## config.mk

```make
export PLATFORM = sky130hd
export DESIGN_NAME = lead_one_restorer
export DESIGN_NICKNAME = d
export VERILOG_FILES = /design/src/rtl/lead_one_restorer.sv
export SDC_FILE = /design/constraint.sdc
export NUM_CORES = 1
export LEC_CHECK = 0
export CAP_MARGIN = 10
export CORE_ASPECT_RATIO = 0.7
export CORE_MARGIN = 1
export CORE_UTILIZATION = 30
export CTS_CLUSTER_SIZE = 40
export DETAILED_ROUTE_END_ITERATION = 12
export DONT_BUFFER_PORTS = 1
export GPL_TIMING_DRIVEN = 0
export PLACE_DENSITY_LB_ADDON = 0.1
export SYNTH_ARGS = -nofsm -noshare
export SYNTH_HDL_FRONTEND = slang
export SYNTH_SLANG_ARGS = --single-unit
```

## constraint.sdc

```tcl
create_clock -name clock -period 9.4 [get_ports clock]
set_input_delay 1.41 -clock clock [delete_from_list [all_inputs] [get_ports clock]]
set_output_delay 1.41 -clock clock [all_outputs]
set_load 0.01 [all_outputs]
```

## src/rtl/lead_one_restorer.sv

```systemverilog
// Rebuilds a WIDTH-bit magnitude from a leading-one code (index+1, 0 = none) and the fraction below it.
// Three register stages; all stages shift together and stall while the output is held (io_in_ready = !io_out_valid || io_out_ready).
module lead_one_restorer #(
  parameter int WIDTH = 112,
  parameter int POS_W = 7
) (
  input  logic             clock,
  input  logic             reset,
  input  logic             io_in_valid,
  output logic             io_in_ready,
  input  logic [POS_W-1:0] io_in_pos,
  input  logic [WIDTH-2:0] io_in_frac,
  output logic             io_out_valid,
  input  logic             io_out_ready,
  output logic [WIDTH-1:0] io_out_data,
  output logic             io_out_err
);

  logic             w_advance;
  logic [WIDTH-1:0] w_m;
  logic [POS_W-1:0] w_s;
  logic             w_err;
  logic             w_zero;
  logic [WIDTH-1:0] w_s1_dat;
  logic [WIDTH-1:0] w_s2_dat;
  logic [WIDTH-1:0] w_s3_dat;

  logic             r_s1_vld;
  logic [WIDTH-1:0] r_s1_dat;
  logic [POS_W-1:2] r_s1_s;
  logic             r_s1_zero;
  logic             r_s1_err;

  logic             r_s2_vld;
  logic [WIDTH-1:0] r_s2_dat;
  logic [POS_W-1:4] r_s2_s;
  logic             r_s2_zero;
  logic             r_s2_err;

  logic             r_out_vld;
  logic [WIDTH-1:0] r_out_dat;
  logic             r_out_err;

  assign w_advance   = !r_out_vld || io_out_ready;
  assign io_in_ready = w_advance;

  // Shift distance is WIDTH - pos; out-of-range codes wrap here and are zeroed in the last stage.
  assign w_m    = {1'b1, io_in_frac};
  assign w_s    = POS_W'(WIDTH) - io_in_pos;
  assign w_err  = io_in_pos > POS_W'(WIDTH);
  assign w_zero = (io_in_pos == '0) || w_err;

  assign w_s1_dat = w_m >> w_s[1:0];
  assign w_s2_dat = r_s1_dat >> {r_s1_s[3:2], 2'b00};
  assign w_s3_dat = r_s2_zero ? '0 : (r_s2_dat >> {r_s2_s, 4'b0000});

  always_ff @(posedge clock) begin
    if (reset) begin
      r_s1_vld  <= 1'b0;
      r_s2_vld  <= 1'b0;
      r_out_vld <= 1'b0;
      r_out_dat <= '0;
      r_out_err <= 1'b0;
    end else if (w_advance) begin
      r_s1_vld  <= io_in_valid;
      r_s2_vld  <= r_s1_vld;
      r_out_vld <= r_s2_vld;
      r_out_dat <= w_s3_dat;
      r_out_err <= r_s2_err;
    end
  end

  // Datapath stage registers carry no reset; their contents only matter behind a set valid.
  always_ff @(posedge clock) begin
    if (w_advance) begin
      r_s1_dat  <= w_s1_dat;
      r_s1_s    <= w_s[POS_W-1:2];
      r_s1_zero <= w_zero;
      r_s1_err  <= w_err;
      r_s2_dat  <= w_s2_dat;
      r_s2_s    <= r_s1_s[POS_W-1:4];
      r_s2_zero <= r_s1_zero;
      r_s2_err  <= r_s1_err;
    end
  end

  assign io_out_valid = r_out_vld;
  assign io_out_data  = r_out_dat;
  assign io_out_err   = r_out_err;

endmodule

```

# == After elaboration in Yosys (flattened, before gate mapping) ==
# Index checks and enable logic that the tools add are counted.
# op_classes
addsub,1
n_lt_le_gt_ge,1
shift,3
reduce_logical,4
mux,1
# op_table
cell,count
112-bit 2-to-1 mux,1
112-bit by 2-bit >> shifter with 112-bit output,1
112-bit by 4-bit >> shifter with 112-bit output,1
112-bit by 7-bit >> shifter with 112-bit output,1
"7-bit greater-than comparator, second input constant",1
7-bit zero test,1
"7-bit subtractor, first input constant",1
1-bit logical OR,2
1-bit zero test,1
# totals
in_bits,122
regBits,352
wordCells,23
out_inout_bits,115

# == Longest topological paths before layout ==
# Gate-level depths: netlist (run 1).
# depth
depth_word,2
mapped_depth,11
ltp_nobuf,5

# == Least setup slack after synthesis (run 1) ==
# Ideal clock, no wire load.
# synth_timing
kind,input to output
from,input port io_out_ready
to,output port io_in_ready
required_time_ns,7.990
setup_slack_ns,1.761
n_path_buf,1
stages,3
arrival_ns,6.229
cell_sequence,nor2b_4 -> buf_6 -> inv_1
# synth_via
elab_chain_len,1
# synth_lines
item,line,text
"start, declared",14,"input logic io_out_ready,"
1-bit logical OR,44,assign w_advance = !r_out_vld || io_out_ready;
"end, declared",10,"output logic io_in_ready,"
# Every way passes these cells.

# == Worst setup path after layout (run 1) ==
# layout_timing
from,input port io_in_pos[0]
to,register r_s1_dat[95] (data pin)
# layout_via
elab_chain_len,2
# layout_lines
item,line,text
"start, declared",11,"input logic [POS_W-1:0] io_in_pos,"
7-bit subtractor,49,assign w_s = POS_W'(WIDTH) - io_in_pos;
112-bit by 2-bit >> shifter with 112-bit output,53,assign w_s1_dat = w_m >> w_s[1:0];
via w_s1_dat[95],24,logic [WIDTH-1:0] w_s1_dat;
"end signal, assigned",76,r_s1_dat <= w_s1_dat;
"end, declared",29,logic [WIDTH-1:0] r_s1_dat;
# The timed path passes the listed nets, and every way through them passes these cells.
# A chain may end at the register's enable or synchronous reset.

==> results.md, run 1 <==
* TritonCTS Buffers at 39
* Max cap viols at 0
* XOR/XNOR share of the synthesized area at 0.00237
* CTS root buf: clkbuf_16
* Crit end category: register
* Postcts setup bufs at 0
* LEAKAGE at 7.12 nW
* Global placement routability congestion at between 0.9 and 1
* Sequential power share at 0.483
* Clock Power Share at 0.317
* WHS Path Cells at 0
* Vias in the first global route at ~13000
* Synthesized flop and latch total at 352
* WL final at around 70 mm
* Min-Delay Endpoint: r_s2_s[4]
* Crit Path Max Fanout at 10
* Worst skew pair latency at 0.57 ns
* Crit path time final at between 4 and 5 ns
* Worst Reg-to-Reg Cells at 5
* Post-synthesis mux area share at 0.307
* FFs w/ async S/R, synth at 0
* DRC errors left at 0
* Layout area overhead at 12.3%
* DRT Pass-1 Iters at 5
* # setup viols final at 0
* Worst EP arrival at just over 5 ns
* Hold buffer count at cts at 0
* Hold path startpoint: r_s1_s[4]
* Slew margin rel. at 0.311
* Peak supply drop at between 0.09 and 0.1 mV
* # IOs at approximately 240
* Compound-Gate Fraction of Synth Area at 0.0805
* Post-Syn Area at about 18000 um2
* Clk buf depth at 3
* CTS tree: yes
* Hold WC Path Type: register to register
* Clock Sinks at about 350
* Psw at 1.49 mW
* Initial antenna violation count at 4
* Worst EP required at 9.69 ns
* Largest family of logic cells by synthesized area: multiplexers
* Remaining Overflow, GRT at 0
* Post-CTS Resized at 0
* Post-DP HPWL at around 58 mm
* Global-route wire length before repair at 100 mm
* Via density at between 5 and 6
* Syn. warnings at 0
* R2R Path End: r_s2_dat[41]
* Nets at ~1400
* Core area at between 60000 and 70000 um2
* Critical path type: input pin to register
* Clock slew at reported path FFs at 0.06 ns
* Adder-cell share of the synthesized area at 0.000678
* Ys flop type: edfxtp_1
* Die Span X at 298 um
* Peak Freq at 207 MHz
* Final worst setup slack at between 4 and 5 ns
* Worst r2r src: r_s1_s[2]
* Final Hold Vio Count at 0
* Row count at between 70 and 80
* Comb pwr share at 0.200
* Post-DRT Antenna Nets at 0
* Min Hold Slack at approximately 0.42 ns
* R2r setup slk at about 7 ns
* Routed length per instance at about 33 um
* Iter 0 DRT Violations at ~1300
* PwrDens at roughly 230 nW/um2
* Non-filler cells in the finished layout at ~2200
* Post-Syn Nets at about 1400
* Distinct cells, synth at 42
* Outcome: finished clean
* Pins Over Slew Limit at 0
* Starting Density at 0.306
* Placed cells at around 2100
* GRT Overall Usage at 0.227
* Synth Area in Simple Gates at 0.0670
* Internal power at 3.24 mW
* Sequential-to-total area share from yosys stat at 0.510
* Cell count after synthesis at 1282
* Post-synth EDFFs at between 200 and 250
* Diodes inserted at 0
* Avg Inst Size Synth at 14.4 um2
* Worst Setup Start Kind: input pin
* Layout cells sized above 1 at 0.274
* Slew @ Worst Pin at 1.03 ns
* Largest net degree at the start of global routing at ~140
* Port Buffer Count at 0
* DR vias at between 10000 and 15000
* Pre-CTS WS at 3.92 ns
* DIE AREA at roughly 63000 um2
* Crit share post-route at 0.514
* Sw Share at 0.315
* Clock Skew at 0.0175 ns
* H-tree lvl count at 2
* RSZ-0062 raised after global routing: no
* Die Height at roughly 210 um
==> sequential cells by signal, summed over array words and instances, names as in the netlist, 3 cells and up <==
signal and count:
io_out_data 112, r_s1_dat 112, r_s2_dat 112, r_s1_s 5, r_s2_s 3
==> power by group through the flow <==
stage | clock, mW | combinational [mW] | sequential (mW)
2_1_floorplan | 0 | 0.671 | 2.10
3_3_place_gp | 0 | 0.944 | 2.32
3_5_place_dp | 0 | 0.948 | 2.31
4_1_cts | 1.54 | 0.949 | 2.28
5_1_grt | 1.59 | 1.01 | 2.30
6_report | 1.50 | 0.947 | 2.28
==> synth_stat cells, drive strengths merged (32+ instances only) <==
cell | n | area, um2
mux2i | 72 | 721
mux4 | 204 | 4590
nand2 | 93 | 349
edfxtp | 236 | 7090
buf | 79 | 415
a21oi | 71 | 355
dfxtp | 116 | 2320
mux2 | 32 | 360
o221ai | 32 | 280
nor2 | 126 | 473
clkbuf | 44 | 165
==> cell usage in the layout (no fill, tap or decap), types with 11 or more instances in the layout <==
master / netlist / layout
edfxtp_1: 236 / 236
mux4_2: 204 / 204
nor2_1: 126 / 126
dfxtp_1: 116 / 116
nand2_1: 93 / 93
mux2i_1: 72 / 72
a21oi_1: 71 / 71
buf_2: 59 / 59
clkbuf_1: 44 / 48
clkbuf_16: 0 / 39
mux2_2: 32 / 32
o221ai_1: 32 / 32
a211oi_1: 20 / 20
o21ai_0: 20 / 20
and2_1: 20 / 20
a22oi_1: 17 / 17
a32oi_1: 17 / 17
nor4_1: 16 / 16
a2bb2oi_1: 16 / 16
a221o_1: 15 / 15
buf_1: 11 / 11
==> logic make-up after synthesis <==
logic type                 count (synthesis)
and+or+nand+nor                          277
muxes                                    308
AOI/OAI and AO/OA                        212
buffers and inverters                    127
xor gates and xnor gates                   5
DFF                                      352
adders and majority gates                  1
==> final cells by class <==
| type | count | area (um2) |
|---|---|---|
| inverters | 4 | 22.5 |
| well taps | 808 | 1010 |
| clock inverters | 21 | 159 |
| plain buffers | 123 | 581 |
| fillers | 5866 | 39600 |
| repair buffers | 1 | 27.5 |
| multi-input cells | 803 | 8460 |
| clock buffers | 49 | 1060 |
| flip-flops and latches | 352 | 9410 |
==> critical path, stage by stage <==
cell and delay, ns:
buf_2 0.21, buf_4 0.29, buf_2 0.48, buf_2 0.42, inv_1 0.11, ha_1 0.28, buf_2 0.28, buf_1 0.65
buf_2 0.53, mux4_2 0.40
==> layer usage <==
| metal | routed length (um) | vias to the layer above | share of wire | global-route usage |
|---|---|---|---|---|
| met4 | 1070 | 0 | 0.015 | 0.0435 |
| li1 | - | 5287 | - | - |
| met1 | 31900 | 6801 | 0.45 | 0.328 |
| met3 | 6140 | 74 | 0.086 | 0.0571 |
| met5 | 0 | - | 0 | 0 |
| met2 | 31900 | 520 | 0.45 | 0.346 |
==> metrics by stage <==
step	power (mW)	util	instance area, um2	setup TNS (ns)
finish	4.73	0.343	20700	0
global placement	3.26	0.323	19500	-15.97
floorplan	2.77	-	18500	0
CTS	4.76	0.343	20700	0
detailed placement	3.26	0.323	19500	0
global route	4.90	0.343	20700	0
==> worst max path at each step <==
stage / from / end / slack (ns)
6_report: io_in_pos[0] / r_s1_dat[95] / 4.57
5_1_grt: io_in_pos[0] / r_s1_dat[95] / 4.35
4_1_cts: io_in_pos[0] / r_s1_dat[95] / 4.51
3_5_place_dp: io_in_pos[0] / r_s1_dat[95] / 3.92
3_3_place_gp: io_out_ready / io_out_data[38] / -0.62
2_1_floorplan: io_out_ready / io_in_ready / 1.76
Power figures use the tool's default switching activity.
==> run 2: changes to the inputs <==
==> constraint.sdc (replaced) <==
create_clock -name clock -period 4.6 [get_ports clock]
set_input_delay 0.69 -clock clock [delete_from_list [all_inputs] [get_ports clock]]
set_output_delay 0.69 -clock clock [all_outputs]
set_load 0.01 [all_outputs]
==> run 2 against run 1 <==
Flip-flop and latch count stayed put; sequential share of layout area shrank 0.35 points; register-to-register slack got worse by 4.9 ns; power increased by 110%.
==> results.md, run 2 (same netlist as run 1, synthesis figures left out) <==
* Outcome: finished clean
* H-tree lvl count at 2
* CTS tree: yes
* Comb pwr share at 0.197
* Pwr Total at between 9 and 10 mW
* Final worst setup slack at 0.492 ns
* CTS root buf: clkbuf_16
* DR vias at between 10000 and 15000
* Clock Sinks at between 300 and 400
* Critical-path cell list: buf_2, buf_4, buf_2, buf_2, inv_1, ha_1, buf_2, buf_1, buf_2, mux4_2
* Initial antenna violation count at 3
* Peak supply drop at ~0.22 mV
* Slew margin rel. at 0.345
* Internal power at between 6 and 7 mW
* Critical path type: input pin to register
* Worst EP required at about 4.9 ns
* Via density at 5.87
* Die Height at 210 um
* Most frequent cells in the layout: edfxtp_1, mux4_2, nor2_1
* Global placement routability congestion at 0.900
* Slowest CP cell: buf_1
* Sequential power share at 0.475
* Setup TNS Final at 0 ns
* Final Hold Vio Count at 0
* Worst Setup Start Kind: input pin
* Diodes inserted at 0
* # setup viols final at 0
* Post-DRT Antenna Nets at 0
* Port Buffer Count at 0
* Worst r2r src: r_s1_s[2]
* Postcts setup bufs at 0
* Core area at ~60000 um2
* Critical Path Most Common Cell: buf_2
* Area of the multi-input gates at about 8500 um2
* DRT Pass-1 Iters at 5
* Hold path startpoint: io_in_valid
* Routed length per instance at around 33 um
* CP bufs+invs at 8
* Crit Path Max Fanout at 10
* Vias in the first global route at around 13000
* Crit share post-route at 0.893
* Peak Freq at 243 MHz
* Fill cells at roughly 5800
* LEAKAGE at 7.19 nW
* Worst skew pair latency at about 0.55 ns
* Row count at 75
* CP delay by family, top: buffers and inverters
* Largest net degree at the start of global routing at 45
* Slowest stage delay, CP at around 0.65 ns
* Die Span X at 298 um
* DRC errors left at 0
* Clock Skew at 0.0279 ns
* Layout cells sized above 1 at 0.278
* Sw Share at 0.309
* Layout area overhead at 13.1%
* Worst Setup SP: io_in_pos[0]
* DIE AREA at 62500 um2
* Max cap viols at 0
* Slew @ Worst Pin at between 0.9 and 1 ns
* PwrDens at 470 nW/um2
* Remaining Overflow, GRT at 0
* Clock slew at reported path FFs at 0.06 ns
* Starting Density at 0.306
* # IOs at approximately 240
* GRT Overall Usage at 0.226
* Hold buffer count at cts at 0
* Crit path time final at 4.11 ns
* Crit end category: register
* RSZ-0062 raised after global routing: no
* Pre-CTS WS at -0.130 ns
* Clock Power Share at 0.328
* Worst EP arrival at roughly 4.4 ns
* Pins Over Slew Limit at 0
* Post-DP HPWL at 58.0 mm
* TritonCTS Buffers at 38
* Commonest non-fill, non-tap cell in the layout: edfxtp_1
* WL final at just over 70 mm
* Storage element area at around 9400 um2
* Global-route wire length before repair at around 100 mm
* Nets at approximately 1500
* Post-CTS Resized at 0
* Iter 0 DRT Violations at around 1400
* Clk buf depth at 3
* Psw at ~3 mW
* Hold WC Path Type: input pin to register
[run 2: cell count changes in the layout (fill, tap and decap cells not counted), moves of 3 or more]
cell / previous run / this run
buf_12: 0 / 6
clkinv_2: 10 / 4
bufinv_16: 2 / 5
clkbuf_2: 0 / 3
clkbuf_8: 4 / 1
clkinvlp_4: 0 / 3
[run 2: path summary, 6_finish.rpt]
check / end / slack [ns] / cells after the start
hold / removal: r_s1_vld / 0.29 / 2
setup reg to reg: r_s2_dat[17] / 2.03 / 5
setup / recovery: r_s1_dat[2] / 0.49 / 10
hold reg to reg: r_s2_zero / 0.42 / 0
[run 2: layout make-up]
cell class / count / area share
Clock buffer: 47 / 0.0507
Inverter: 4 / 0.000899
Clock inverter: 19 / 0.0110
Timing Repair Buffer: 6 / 0.00575
Sequential cell: 352 / 0.450
Tap cell: 808 / 0.0484
Multi-Input combinational cell: 803 / 0.405
Buffer: 123 / 0.0280
[run 2: power by group through the flow]
stage | logic, mW | clock network, mW | registers [mW]
floorplan | 1.37 | 0 | 4.29
global placement | 1.93 | 0 | 4.73
detailed placement | 1.94 | 0 | 4.72
CTS | 1.94 | 3.29 | 4.65
global route | 2.06 | 3.41 | 4.70
finish | 1.94 | 3.22 | 4.67
[run 2: routing by layer]
metal	part of all wire	track usage	vias up
met5	0	0	-
met4	0.010	0.0357	0
met3	0.082	0.0482	55
met2	0.46	0.346	520
met1	0.45	0.334	6821
li1	-	-	5301
[run 2: per-stage QoR]
step / std cells / utilization / hold WS (ns) / area (um2)
2_1_floorplan: 1282 / - / 0.400 / 18500
3_3_place_gp: 2090 / 0.323 / 0.409 / 19500
3_5_place_dp: 2096 / 0.325 / 0.407 / 19600
4_1_cts: 2162 / 0.346 / 0.266 / 20900
5_1_grt: 2162 / 0.346 / 0.291 / 20900
6_report: 2162 / 0.346 / 0.291 / 20900
